==> config.mk <==
export PLATFORM = sky130hd
export DESIGN_NAME = imem_load_fetch_ctrl
export DESIGN_NICKNAME = d
export VERILOG_FILES = /design/src/rtl/imem_load_fetch_ctrl.sv
export SDC_FILE = /design/constraint.sdc
export NUM_CORES = 1
export LEC_CHECK = 0
export BUFFER_PORTS_ARGS = -buffer_cell sky130_fd_sc_hd__buf_2
export CAP_MARGIN = 20
export CORE_MARGIN = 4
export CORE_UTILIZATION = 33
export DETAILED_ROUTE_END_ITERATION = 7
export PLACE_DENSITY_LB_ADDON = 0.25
export SYNTH_ARGS = -nofsm -noshare
export SYNTH_HDL_FRONTEND = slang
export SYNTH_SLANG_ARGS = --single-unit
==> constraint.sdc <==
create_clock -name clk -period 1.8 [get_ports clk]
set_input_delay 0.09 -clock clk [delete_from_list [all_inputs] [get_ports clk]]
set_output_delay 0.09 -clock clk [all_outputs]
set_load 0.01 [all_outputs]
==> src/rtl/imem_load_fetch_ctrl.sv <==
// imem_load_fetch_ctrl: arbitrates the instruction-memory port between the program loader and the fetch stage.
// Optional IMEM_CLEAR_EN: every load is preceded by a NOP fill of the whole memory.
`default_nettype none

module imem_load_fetch_ctrl #(
  parameter int          DEPTH    = 32,
  parameter int          ADDR_W   = 5,
  parameter logic [31:0] NOP_WORD = 32'h0
) (
  input  logic              clk,
  input  logic              reset,
  input  logic              load_start,
  input  logic              ld_valid,
  input  logic [31:0]       ld_data,
  input  logic              ld_last,
  output logic              ld_ready,
  input  logic              fetch_req,
  input  logic [ADDR_W-1:0] fetch_addr,
  output logic              fetch_gnt,
  output logic              fetch_valid,
  output logic [31:0]       fetch_data,
  output logic [ADDR_W-1:0] mem_addr,
  output logic [31:0]       mem_wdata,
  output logic              mem_we,
  output logic              mem_mode,
  input  logic [31:0]       mem_rdata,
  output logic              busy,
  output logic [ADDR_W:0]   load_count,
  output logic              err_overflow,
  output logic              err_oob
);

  typedef enum logic [1:0] {
    S_IDLE  = 2'd0,
    S_LOAD  = 2'd1,
    S_RUN   = 2'd2,
    S_CLEAR = 2'd3
  } state_e;

  localparam logic [ADDR_W-1:0] LAST_ADDR = ADDR_W'(DEPTH - 1);
  localparam logic [ADDR_W:0]   DEPTH_CNT = (ADDR_W + 1)'(DEPTH);

`ifdef IMEM_CLEAR_EN
  localparam state_e START_STATE = S_CLEAR;
`else
  localparam state_e START_STATE = S_LOAD;
`endif

  state_e            state_q, state_d;
  logic [ADDR_W-1:0] ptr_q, ptr_d;
  logic [ADDR_W:0]   count_q, count_d;
  logic              ovf_q, ovf_d;
  logic              oob_q, oob_d;
  logic              pend_q, pend_d;
  logic              pend_oob_q, pend_oob_d;
  logic [31:0]       data_q, data_d;
  logic              addr_oob;

  always_ff @(posedge clk) begin
    if (reset) begin
      state_q    <= S_IDLE;
      ptr_q      <= '0;
      count_q    <= '0;
      ovf_q      <= 1'b0;
      oob_q      <= 1'b0;
      pend_q     <= 1'b0;
      pend_oob_q <= 1'b0;
      data_q     <= '0;
    end else begin
      state_q    <= state_d;
      ptr_q      <= ptr_d;
      count_q    <= count_d;
      ovf_q      <= ovf_d;
      oob_q      <= oob_d;
      pend_q     <= pend_d;
      pend_oob_q <= pend_oob_d;
      data_q     <= data_d;
    end
  end

  // The response is taken straight from the memory in the cycle after grant, then held.
  assign fetch_data = pend_q ? (pend_oob_q ? NOP_WORD : mem_rdata) : data_q;
  assign data_d     = fetch_data;
  assign addr_oob   = {1'b0, fetch_addr} >= DEPTH_CNT;

  always_comb begin
    state_d    = state_q;
    ptr_d      = ptr_q;
    count_d    = count_q;
    ovf_d      = ovf_q;
    oob_d      = oob_q;
    pend_d     = 1'b0;
    pend_oob_d = 1'b0;
    ld_ready   = 1'b0;
    fetch_gnt  = 1'b0;
    mem_addr   = '0;
    mem_wdata  = '0;
    mem_we     = 1'b0;
    mem_mode   = 1'b1;

    case (state_q)
      S_IDLE: begin
        if (load_start) begin
          state_d = START_STATE;
          ptr_d   = '0;
          count_d = '0;
        end
      end

      S_LOAD: begin
        ld_ready  = 1'b1;
        mem_mode  = 1'b0;
        mem_addr  = ptr_q;
        mem_wdata = ld_data;
        mem_we    = ld_valid;
        if (load_start) begin
          state_d = START_STATE;
          ptr_d   = '0;
          count_d = '0;
        end else if (ld_valid) begin
          ptr_d = ptr_q + 1'b1;
          if (count_q < DEPTH_CNT) begin
            count_d = count_q + 1'b1;
          end
          if (ld_last) begin
            state_d = S_RUN;
          end else if (ptr_q == LAST_ADDR) begin
            ovf_d   = 1'b1;
            state_d = S_RUN;
          end
        end
      end

      S_RUN: begin
        fetch_gnt = fetch_req & ~load_start;
        if (load_start) begin
          state_d = START_STATE;
          ptr_d   = '0;
          count_d = '0;
        end else if (fetch_req) begin
          pend_d     = 1'b1;
          pend_oob_d = addr_oob;
          if (addr_oob) begin
            oob_d = 1'b1;
          end else begin
            mem_addr = fetch_addr;
          end
        end
      end

`ifdef IMEM_CLEAR_EN
      S_CLEAR: begin
        mem_mode  = 1'b0;
        mem_we    = 1'b1;
        mem_addr  = ptr_q;
        mem_wdata = NOP_WORD;
        if (load_start) begin
          ptr_d = '0;
        end else if (ptr_q == LAST_ADDR) begin
          state_d = S_LOAD;
          ptr_d   = '0;
          count_d = '0;
        end else begin
          ptr_d = ptr_q + 1'b1;
        end
      end
`endif

      default: state_d = S_IDLE;
    endcase
  end

  assign busy         = (state_q == S_LOAD) || (state_q == S_CLEAR);
  assign fetch_valid  = pend_q;
  assign load_count   = count_q;
  assign err_overflow = ovf_q;
  assign err_oob      = oob_q;

endmodule

`default_nettype wire

==> results of run 1 <==
[report_power, final]
| part | internal (mW) | leakage, nW | switching, mW |
|---|---|---|---|
| clock network | 0.406 | 0.0502 | 0.341 |
| registers | 1.05 | 0.380 | 0.00987 |
| logic | 0.176 | 1.34 | 0.179 |
| total | 1.63 | 1.77 | 0.530 |
[worst min path at each step]
stage | to | cells after the start
final | err_overflow | 2
after global placement | data_q[28] | 3
after detailed placement | data_q[28] | 3
after CTS | data_q[28] | 3
after global routing | data_q[9] | 3
after floorplan | load_count[1] | 3
[cell families (layout without fill, tap and decap cells)]
group / count (synthesis) / in the layout / synth area share (%)
AO/OA/AOI/OAI: 25 / 25 / 7.05
adder cells (fa/ha/maj): 7 / 7 / 3.71
buffers and inverters: 19 / 172 / 3.34
flip-flops: 47 / 47 / 39.9
multiplexers: 36 / 36 / 17.0
other: 1 / 1 / 0.159
AND/OR/NAND/NOR: 111 / 111 / 28.9
[registers in the layout (all words and copies together), names as in the netlist]
signal,flops
ptr_q,5
load_count,6
state_q,2
err_overflow,1
fetch_valid,1
data_q,32
[Yosys cell counts, drive strengths merged]
cell type	count
nor2	7
nor2b	39
nor3	3
a31oi	8
ha	7
and3	5
or4	1
nand2b	7
clkbuf	9
buf	5
conb	1
nand3b	1
and3b	1
a22oi	5
o21ai	3
o32ai	1
or3	2
o31ai	1
and2	33
mux2	32
a21o	1
or2	2
nand3	1
nand2	8
mux2i	4
inv	5
a21oi	5
a41o	1
nor4	1
dfxtp	47
[timing repair]
action	4_1_cts	5_1_grt
setup buffers	0	0
gates resized for setup	3	9
pin swaps	0	1
endpoints found under the setup margin	5	7
cloned	0	0
[cells in the final DEF (no fill, tap or decap), types with 2 or more instances in the layout]
cell,instances
dfxtp_2,2
and2_1,33
buf_2,156
ha_4,2
a21oi_1,4
buf_12,2
nand2_1,8
a31oi_1,8
inv_1,5
buf_4,2
nor3_1,3
nor2b_1,39
o21ai_0,3
mux2i_1,4
mux2_1,5
and3_1,4
dfxtp_1,45
nand2b_1,7
mux2_2,27
ha_1,4
clkbuf_8,5
a22oi_1,5
or3_2,2
nor2_1,6
[worst register-to-register path, stage by stage, from the launching register on]
cell     delay [ns]
dfxtp_2        0.38
inv_1          0.10
ha_2           0.24
nor2_4         0.16
a21oi_2        0.12
or4_1          0.49
a21oi_1        0.14
[per-stage QoR]
stage	setup WS, ns	hold slack [ns]	utilization, %	std cells	instance area (sq um)
floorplan	0.212	0.273	-	246	2360
global placement	0.143	0.435	47.2	488	3240
detailed placement	0.0880	0.440	47.2	488	3240
CTS	0.00509	0.129	48.9	495	3360
global route	0.00802	0.142	49.5	495	3400
finish	0.110	0.141	49.5	495	3400
[routing by layer]
metal / part of all wire, % / vias to the layer above / GRT usage (%)
met2: 47 / 75 / 23.1
met3: 7.1 / 5 / 3.57
met5: 0 / - / 0
li1: - / 1129 / -
met1: 45 / 972 / 19.7
met4: 0.53 / 0 / 2.97
[layout make-up]
type,count,area share [%]
well taps,96,3.54
clock inverters,2,1.10
multi-input cells,180,40.4
clock buffers,5,2.03
inverters,5,0.552
flip-flops and latches,47,27.8
repair buffers,160,24.6
==> qor.yml, run 1 <==
status: "completed"
path_class: "flip-flop to flip-flop"
crit_fanout: 8
cp_top_family: "simple AND/OR/NAND/NOR gates"
clkLatencyLatePin_ns: 0.29
synth_top_area_cell: "dfxtp_1"
drcViolationCount: 0
antenna_left: 0
start_util_pct: 34.4
period_share_pct: 93.9
p_leak_nw: 1.77
synth_top_cells_by_area: "dfxtp_1 (40%), mux2_2 (13%), nor2b_1 (10%)"
cp_slowest_cell: "or4_1"
slowest_delay_ns: 0.49
critPathArrivalTime_ns: 1.92
grt_pass1_vias: 2071
cts-root-buf: "clkbuf_8"
syn_avg_cell_area_sq_um: 9.59
finalPower_mw: 2.16
worstReg2RegStart: "state_q[0]"
coreArea_sq_um: 6870
vias_per_cell: 4.41
grt_usage_pct: 14.5
syn_nets: 328
multi_input_area_sq_um: 1370
grt_max_degree: 40
antenna_found_initial: 0
worstReg2RegEnd: "ptr_q[3]"
antenna_cells: 0
synth_top_area_share_pct: 39.9
yosysWarningCount: 0
reg2reg_depth: 6
grt_pass1_wl_mm: 10.1
die_area_sq_um: 8570
ys_ff_latch: 47
crit_chain: "inv_1, ha_2, nor2_4, a21oi_2, or4_1, a21oi_1"
port_buffers: 156
ir_worst_vdd_v: 0.000358
synthCells: 246
p_per_area_nw_per_um2: 637
numCtsBuffers: 5
rows: 30
timing.final.crit_period_ns: 1.69
fill_cells: 695
cts_tree: "yes"
fp.dieW_microns: 92.6
cp-startpoint: "state_q[0]"
cp.depth: 6
start_kind: "flip-flop"
r2r_slack_ns: 0.11
cp.required_ns: 2.03
setup.worst_path.end_class: "flip-flop"
ys_types: 36
clk_pin_slew_ns: 0.09
rsz0062_at_grt: "no"
skew_ns: 0.00568
min_from: "reset"
crit_buf_inv: 1
area.growth.synth_to_final_pct: 44.0
final_nets: 481
syn_area_sq_um: 2360
seq_area_sq_um: 943
cts.sinks: 47
hold_path_class: "input port to flip-flop"
place_congestion: 0.771
place_hpwl_mm: 5.13
vias: 2181
detail_route.first_pass.iterations: 4
hold_buffers: 0
layout-drive-gt1-share_pct: 51.9
io_pins: 158
finalSetupViolations: 0
setup_tns_ns: 0
ys_seq_area_share_pct: 39.9
drt_iter0_markers: 41
die_h_microns: 92.6
routedWlPerCell_microns: 13.3
drv_slew: 0
drt-total-wl_mm: 6.58
critical_path.endpoint: "ptr_q[3]"
max_cap_violations: 0
finalHoldViolCount: 0
cts.htree.levels: 2
clk_path_buf_depth: 2
grt_overflow: 0
clock.fmax_mhz: 592
No activity file was read; power rests on OpenSTA's default activity.
==> inputs of run 2 (changes only) <==
Settings changed: BUFFER_PORTS_ARGS -buffer_cell sky130_fd_sc_hd__buf_2 to -buffer_cell sky130_fd_sc_hd__buf_4.
==> qor.yml, run 2 (synthesis gave the netlist of run 1 again) <==
largest_reg_flops: 32  # unchanged
drt-total-wl_mm: 6.89  # +4.6%
ir_worst_vdd_v: 0.000342  # -4.4%
p_per_area_nw_per_um2: 575  # -9.6%
path_class: "flip-flop to flip-flop"
regMostFlops: "data_q"
antenna_found_initial: 0  # unchanged
final_cell_mix: "buf_4 (159), dfxtp_1 (45), nor2b_1 (39), and2_1 (33), mux2_2 (27)"
crit_chain: "inv_1, ha_2, nor2_4, a21oi_2, or4_1, a21oi_1"
timing.hold.ws_ns: 0.100  # -0.0414 ns
vias_per_cell: 4.46  # +1.2%
cts.htree.levels: 2  # unchanged
antenna_left: 0  # unchanged
crit_fanout: 8  # unchanged
p_leak_nw: 1.84  # +3.7%
slowest_delay_ns: 0.49  # about the same
cts.sinks: 47  # unchanged
crit_buf_inv: 1  # unchanged
finalPower_mw: 2.18  # +0.83%
dp_cells: 488  # unchanged
period_share_pct: 94.2  # +0.33 points
area.growth.synth_to_final_pct: 60.6
place_hpwl_mm: 5.42  # +5.7%
fp.dieW_microns: 92.6  # unchanged
setup_tns_ns: 0  # unchanged
cp.depth: 6  # unchanged
antenna_cells: 0  # unchanged
grt_pass1_vias: 2134  # +3.0%
grt_usage_pct: 15.6  # +1.2 points
die_h_microns: 92.6  # unchanged
die_area_sq_um: 8570  # unchanged
clk_pin_slew_ns: 0.09  # about the same
numCtsBuffers: 5  # unchanged
cp.required_ns: 2.03  # about the same
final_nets: 482  # +0.21%
seq_area_sq_um: 946  # +0.27%
clk_path_buf_depth: 2  # unchanged
drcViolationCount: 0  # unchanged
timing.final.crit_period_ns: 1.70  # +0.00591 ns
reg2reg_depth: 6  # unchanged
hold_path_class: "input port to flip-flop"
drv_slew: 0  # unchanged
clkLatencyLatePin_ns: 0.30  # about the same
rsz0062_at_grt: "yes"
setup.worst_path.end_class: "flip-flop"
place_congestion: 0.785  # +1.7%
start_util_pct: 34.4  # unchanged
coreArea_sq_um: 6870  # unchanged
detail_route.first_pass.iterations: 4  # unchanged
clock.fmax_mhz: 590  # -0.35%
layout-drive-gt1-share_pct: 52.4  # +0.49 points
fill_cells: 643  # -7.5%
drt_iter0_markers: 36  # -12%
stdcell_count: 497  # +0.40%
io_pins: 158  # unchanged
rows: 30  # unchanged
finalHoldViolCount: 0  # unchanged
status: "completed"
skew_ns: 0.00399  # -0.00169 ns
start_kind: "flip-flop"
cp_slowest_cell: "or4_1"
grt_pass1_wl_mm: 10.8  # +7.3%
hold_depth: 2  # unchanged
multi_input_area_sq_um: 1370  # unchanged
finalSetupViolations: 0  # unchanged
grt_max_degree: 40  # unchanged
grt_overflow: 0  # unchanged
max_cap_violations: 0  # unchanged
cp_top_family: "simple AND/OR/NAND/NOR gates"
cts_tree: "yes"
post-route-util_pct: 55.2  # +5.7 points
critPathArrivalTime_ns: 1.93  # about the same
port_buffers: 156  # unchanged
vias: 2217  # +1.7%
cts-root-buf: "clkbuf_8"
mostFrequentLayoutCell: "buf_4"
routedWlPerCell_microns: 13.9  # +4.2%
[run 2: routing by layer]
layer  vias to the layer above  global-route usage (%)  share of wire, %
met5                         -                       0                 0
met4                         0                    4.21              0.93
met3                         8                    3.57               6.6
met2                        77                    25.0                48
met1                       998                    21.2                45
li1                       1134                       -                 -
[run 2: final cells by class]
cell class              instances  share of cell area [%]
repair buffers                161                    32.6
clock inverters                 2                   0.429
inverters                       5                   0.495
clock buffers                   6                    2.18
well taps                      96                    3.17
flip-flops and latches         47                    25.0
multi-input cells             180                    36.2
[run 2: path summary, 6_finish.rpt]
check | start | endpoint | slack, ns
max | state_q[1] | ptr_q[3] | 0.10
min | reset | data_q[20] | 0.10
max reg2reg | state_q[1] | ptr_q[3] | 0.10
min reg2reg | load_count[4] | load_count[4] | 0.50
[run 2: where the power goes]
group / leakage (nW) / internal (mW) / switching [mW] / total, mW
Clock: 0.0474 / 0.314 / 0.369 / 0.683
Combinational: 1.41 / 0.252 / 0.185 / 0.437
Sequential: 0.380 / 1.05 / 0.0106 / 1.06
[run 2: repair_timing]
action,4_1_cts,5_1_grt
endpoints found under the setup margin,5,9
pin swaps,0,2
hold buffers,0,0
buffers inserted,0,1
resized for setup,6,8
[run 2: metrics by stage]
step	setup slack (ns)	instance area (sq um)
6_report	0.104	3790
5_1_grt	-0.0137	3790
4_1_cts	0.0120	3750
3_5_place_dp	0.0662	3630
3_3_place_gp	0.146	3630
2_1_floorplan	0.212	2360
==> inputs of run 3 (changes only) <==
Settings changed: CORE_ASPECT_RATIO set to 0.9, CTS_BUF_LIST set to sky130_fd_sc_hd__clkbuf_4 sky130_fd_sc_hd__clkbuf_8 sky130_fd_sc_hd__clkbuf_16, SLEW_MARGIN set to 20.
==> qor.yml, run 3 (synthesis gave the netlist of run 1 again) <==
status: "completed"
period_share_pct: 94.4  # +0.16 points
start_kind: "flip-flop"
die_h_microns: 88.2  # -4.7%
clkPwrFrac_pct: 34.0  # +2.7 points
crit_chain: "inv_1, ha_1, nor2_4, a21oi_2, or4_1, a21oi_1"
routedWlPerCell_microns: 13.4  # -3.1%
clk_pin_slew_ns: 0.09  # about the same
timing.final.crit_period_ns: 1.70  # +0.00283 ns
p_leak_nw: 1.83  # about the same
crit_fanout: 8  # unchanged
final_nets: 481  # -0.21%
die_area_sq_um: 8570  # about the same
critPathArrivalTime_ns: 1.93  # about the same
postCtsSetupRepairBufs: 0  # unchanged
hold_buffers: 0  # unchanged
coreArea_sq_um: 6760  # -1.6%
detail_route.first_pass.iterations: 4  # unchanged
cp_top_family: "simple AND/OR/NAND/NOR gates"
cts-root-buf: "clkbuf_8"
slowest_delay_ns: 0.47  # -0.02 ns
area.growth.synth_to_final_pct: 59.4
skew_ns: 0.00489  # +0.000898 ns
largest_reg_flops: 32  # unchanged
dr.max_layer_used: "met4"
grt_pass1_vias: 2218  # +3.9%
grt_pass1_wl_mm: 10.6  # -1.8%
setup.worst_path.end_class: "flip-flop"
io_pins: 158  # unchanged
hold_path_class: "input port to flip-flop"
place_congestion: 0.777  # -0.97%
max_cap_violations: 0  # unchanged
start_util_pct: 34.9  # +0.55 points
wl_met1_mm: 2.80  # -9.3%
p_per_area_nw_per_um2: 597  # +3.8%
rows: 28  # -6.7%
path_class: "flip-flop to flip-flop"
comb_power_share_pct: 18.9  # -1.1 points
cp_slowest_cell: "or4_1"
fp.dieW_microns: 97.1  # +4.9%
numCtsBuffers: 5  # unchanged
switching_share_pct: 23.5  # -2.5 points
cts.sinks: 47  # unchanged
grt_overflow: 0  # unchanged
drt-total-wl_mm: 6.57  # -4.7%
port_buffers: 156  # unchanged
antenna_cells: 0  # unchanged
layout-drive-gt1-share_pct: 51.6  # -0.74 points
power.net_switching_mw: 0.527  # -6.8%
wl_met2_mm: 3.28  # -0.24%
clock.fmax_mhz: 589  # -0.17%
power_frac_seq_pct: 47.1  # -1.5 points
finalSetupViolations: 0  # unchanged
final_cell_mix: "buf_4 (158), dfxtp_1 (46), nor2b_1 (39), and2_1 (33), mux2_2 (27)"
setup_tns_ns: 0  # unchanged
crit_buf_inv: 1  # unchanged
finalPower_mw: 2.25  # +3.0%
rsz0062_at_grt: "no"
clk_path_buf_depth: 2  # unchanged
place_hpwl_mm: 5.07  # -6.5%
antenna_left: 0  # unchanged
mostFrequentLayoutCell: "buf_4"
antenna_found_initial: 0  # unchanged
drv_slew: 0  # unchanged
vias_per_cell: 4.54  # +1.7%
dp_slack_ns: 0.0795  # +0.0133 ns
ir_worst_vdd_v: 0.000340  # -0.43%
clkLatencyLatePin_ns: 0.29  # about the same
regMostFlops: "data_q"
finalHoldViolCount: 0  # unchanged
drcViolationCount: 0  # unchanged
cts.htree.levels: 2  # unchanged
cp.required_ns: 2.03  # about the same
grt_usage_pct: 15.0  # -0.63 points
dp_cells: 482  # -1.2%
fin_ws_ns: 0.101  # -0.00283 ns
grt_max_degree: 41  # +2.5%
vias: 2219  # +0.090%
drt_iter0_markers: 38  # +5.6%
fill_cells: 608  # -5.4%
power.internal_mw: 1.72  # +6.4%
stdcell_count: 489  # -1.6%
cts_tree: "yes"
wl_met3_microns: 414  # -8.4%
[run 3: changes by cell type in the layout (fill, tap and decap cells not counted), sizes merged]
cell / change
clkinvlp: -1
bufinv: +1
buf: -1
clkinv: -1
[run 3: final cells by class]
| type | count | area, sq um | share of cell area [%] |
|---|---|---|---|
| multi-input cells | 180 | 1360 | 36.0 |
| repair buffers | 160 | 1230 | 32.6 |
| clock buffers | 6 | 76.3 | 2.03 |
| inverters | 5 | 18.8 | 0.499 |
| clock inverters | 1 | 30.0 | 0.798 |
| well taps | 90 | 113 | 2.99 |
| flip-flops and latches | 47 | 942 | 25.0 |
[run 3: worst paths after layout]
kind / cells after the start / end / start / slack (ns)
worst max-delay path: 6 / ptr_q[3] / state_q[1] / 0.10
worst min-delay path: 3 / data_q[9] / mem_rdata[9] / 0.14
worst max register to register: 6 / ptr_q[3] / state_q[1] / 0.10
worst min register to register: 2 / err_overflow / err_overflow / 0.49
[run 3: worst register-to-register path: stages (launching register included)]
cell and delay, ns:
dfxtp_1 0.36, inv_1 0.08, ha_1 0.28, nor2_4 0.18, a21oi_2 0.12, or4_1 0.47
a21oi_1 0.15
[run 3: timing repair]
| item | 4_1_cts | 5_1_grt |
|---|---|---|
| gates resized for setup | 3 | 6 |
| hold endpoints to repair | 0 | 0 |
| pin swaps | 0 | 0 |
| endpoints found under the setup margin | 5 | 7 |
[run 3: metal layers]
layer  GRT usage, %  vias to the layer above
met5              0                        -
met4           4.46                        0
met3           4.18                        7
met2           25.4                       65
met1           18.9                     1017
li1               -                     1130
[run 3: power by group through the flow]
stage | Combinational (mW) | Sequential [mW] | Clock [mW]
global route | 0.464 | 1.06 | 0.831
CTS | 0.423 | 1.06 | 0.796
floorplan | 0.178 | 1.08 | 0
finish | 0.425 | 1.06 | 0.763
detailed placement | 0.419 | 1.08 | 0
global placement | 0.416 | 1.08 | 0
[run 3: stage by stage]
stage | util [%] | hold WS, ns | cell area [sq um]
2_1_floorplan | - | 0.273 | 2360
3_3_place_gp | 53.6 | 0.443 | 3630
3_5_place_dp | 53.6 | 0.449 | 3630
4_1_cts | 55.3 | 0.131 | 3740
5_1_grt | 55.6 | 0.152 | 3760
6_report | 55.6 | 0.145 | 3760
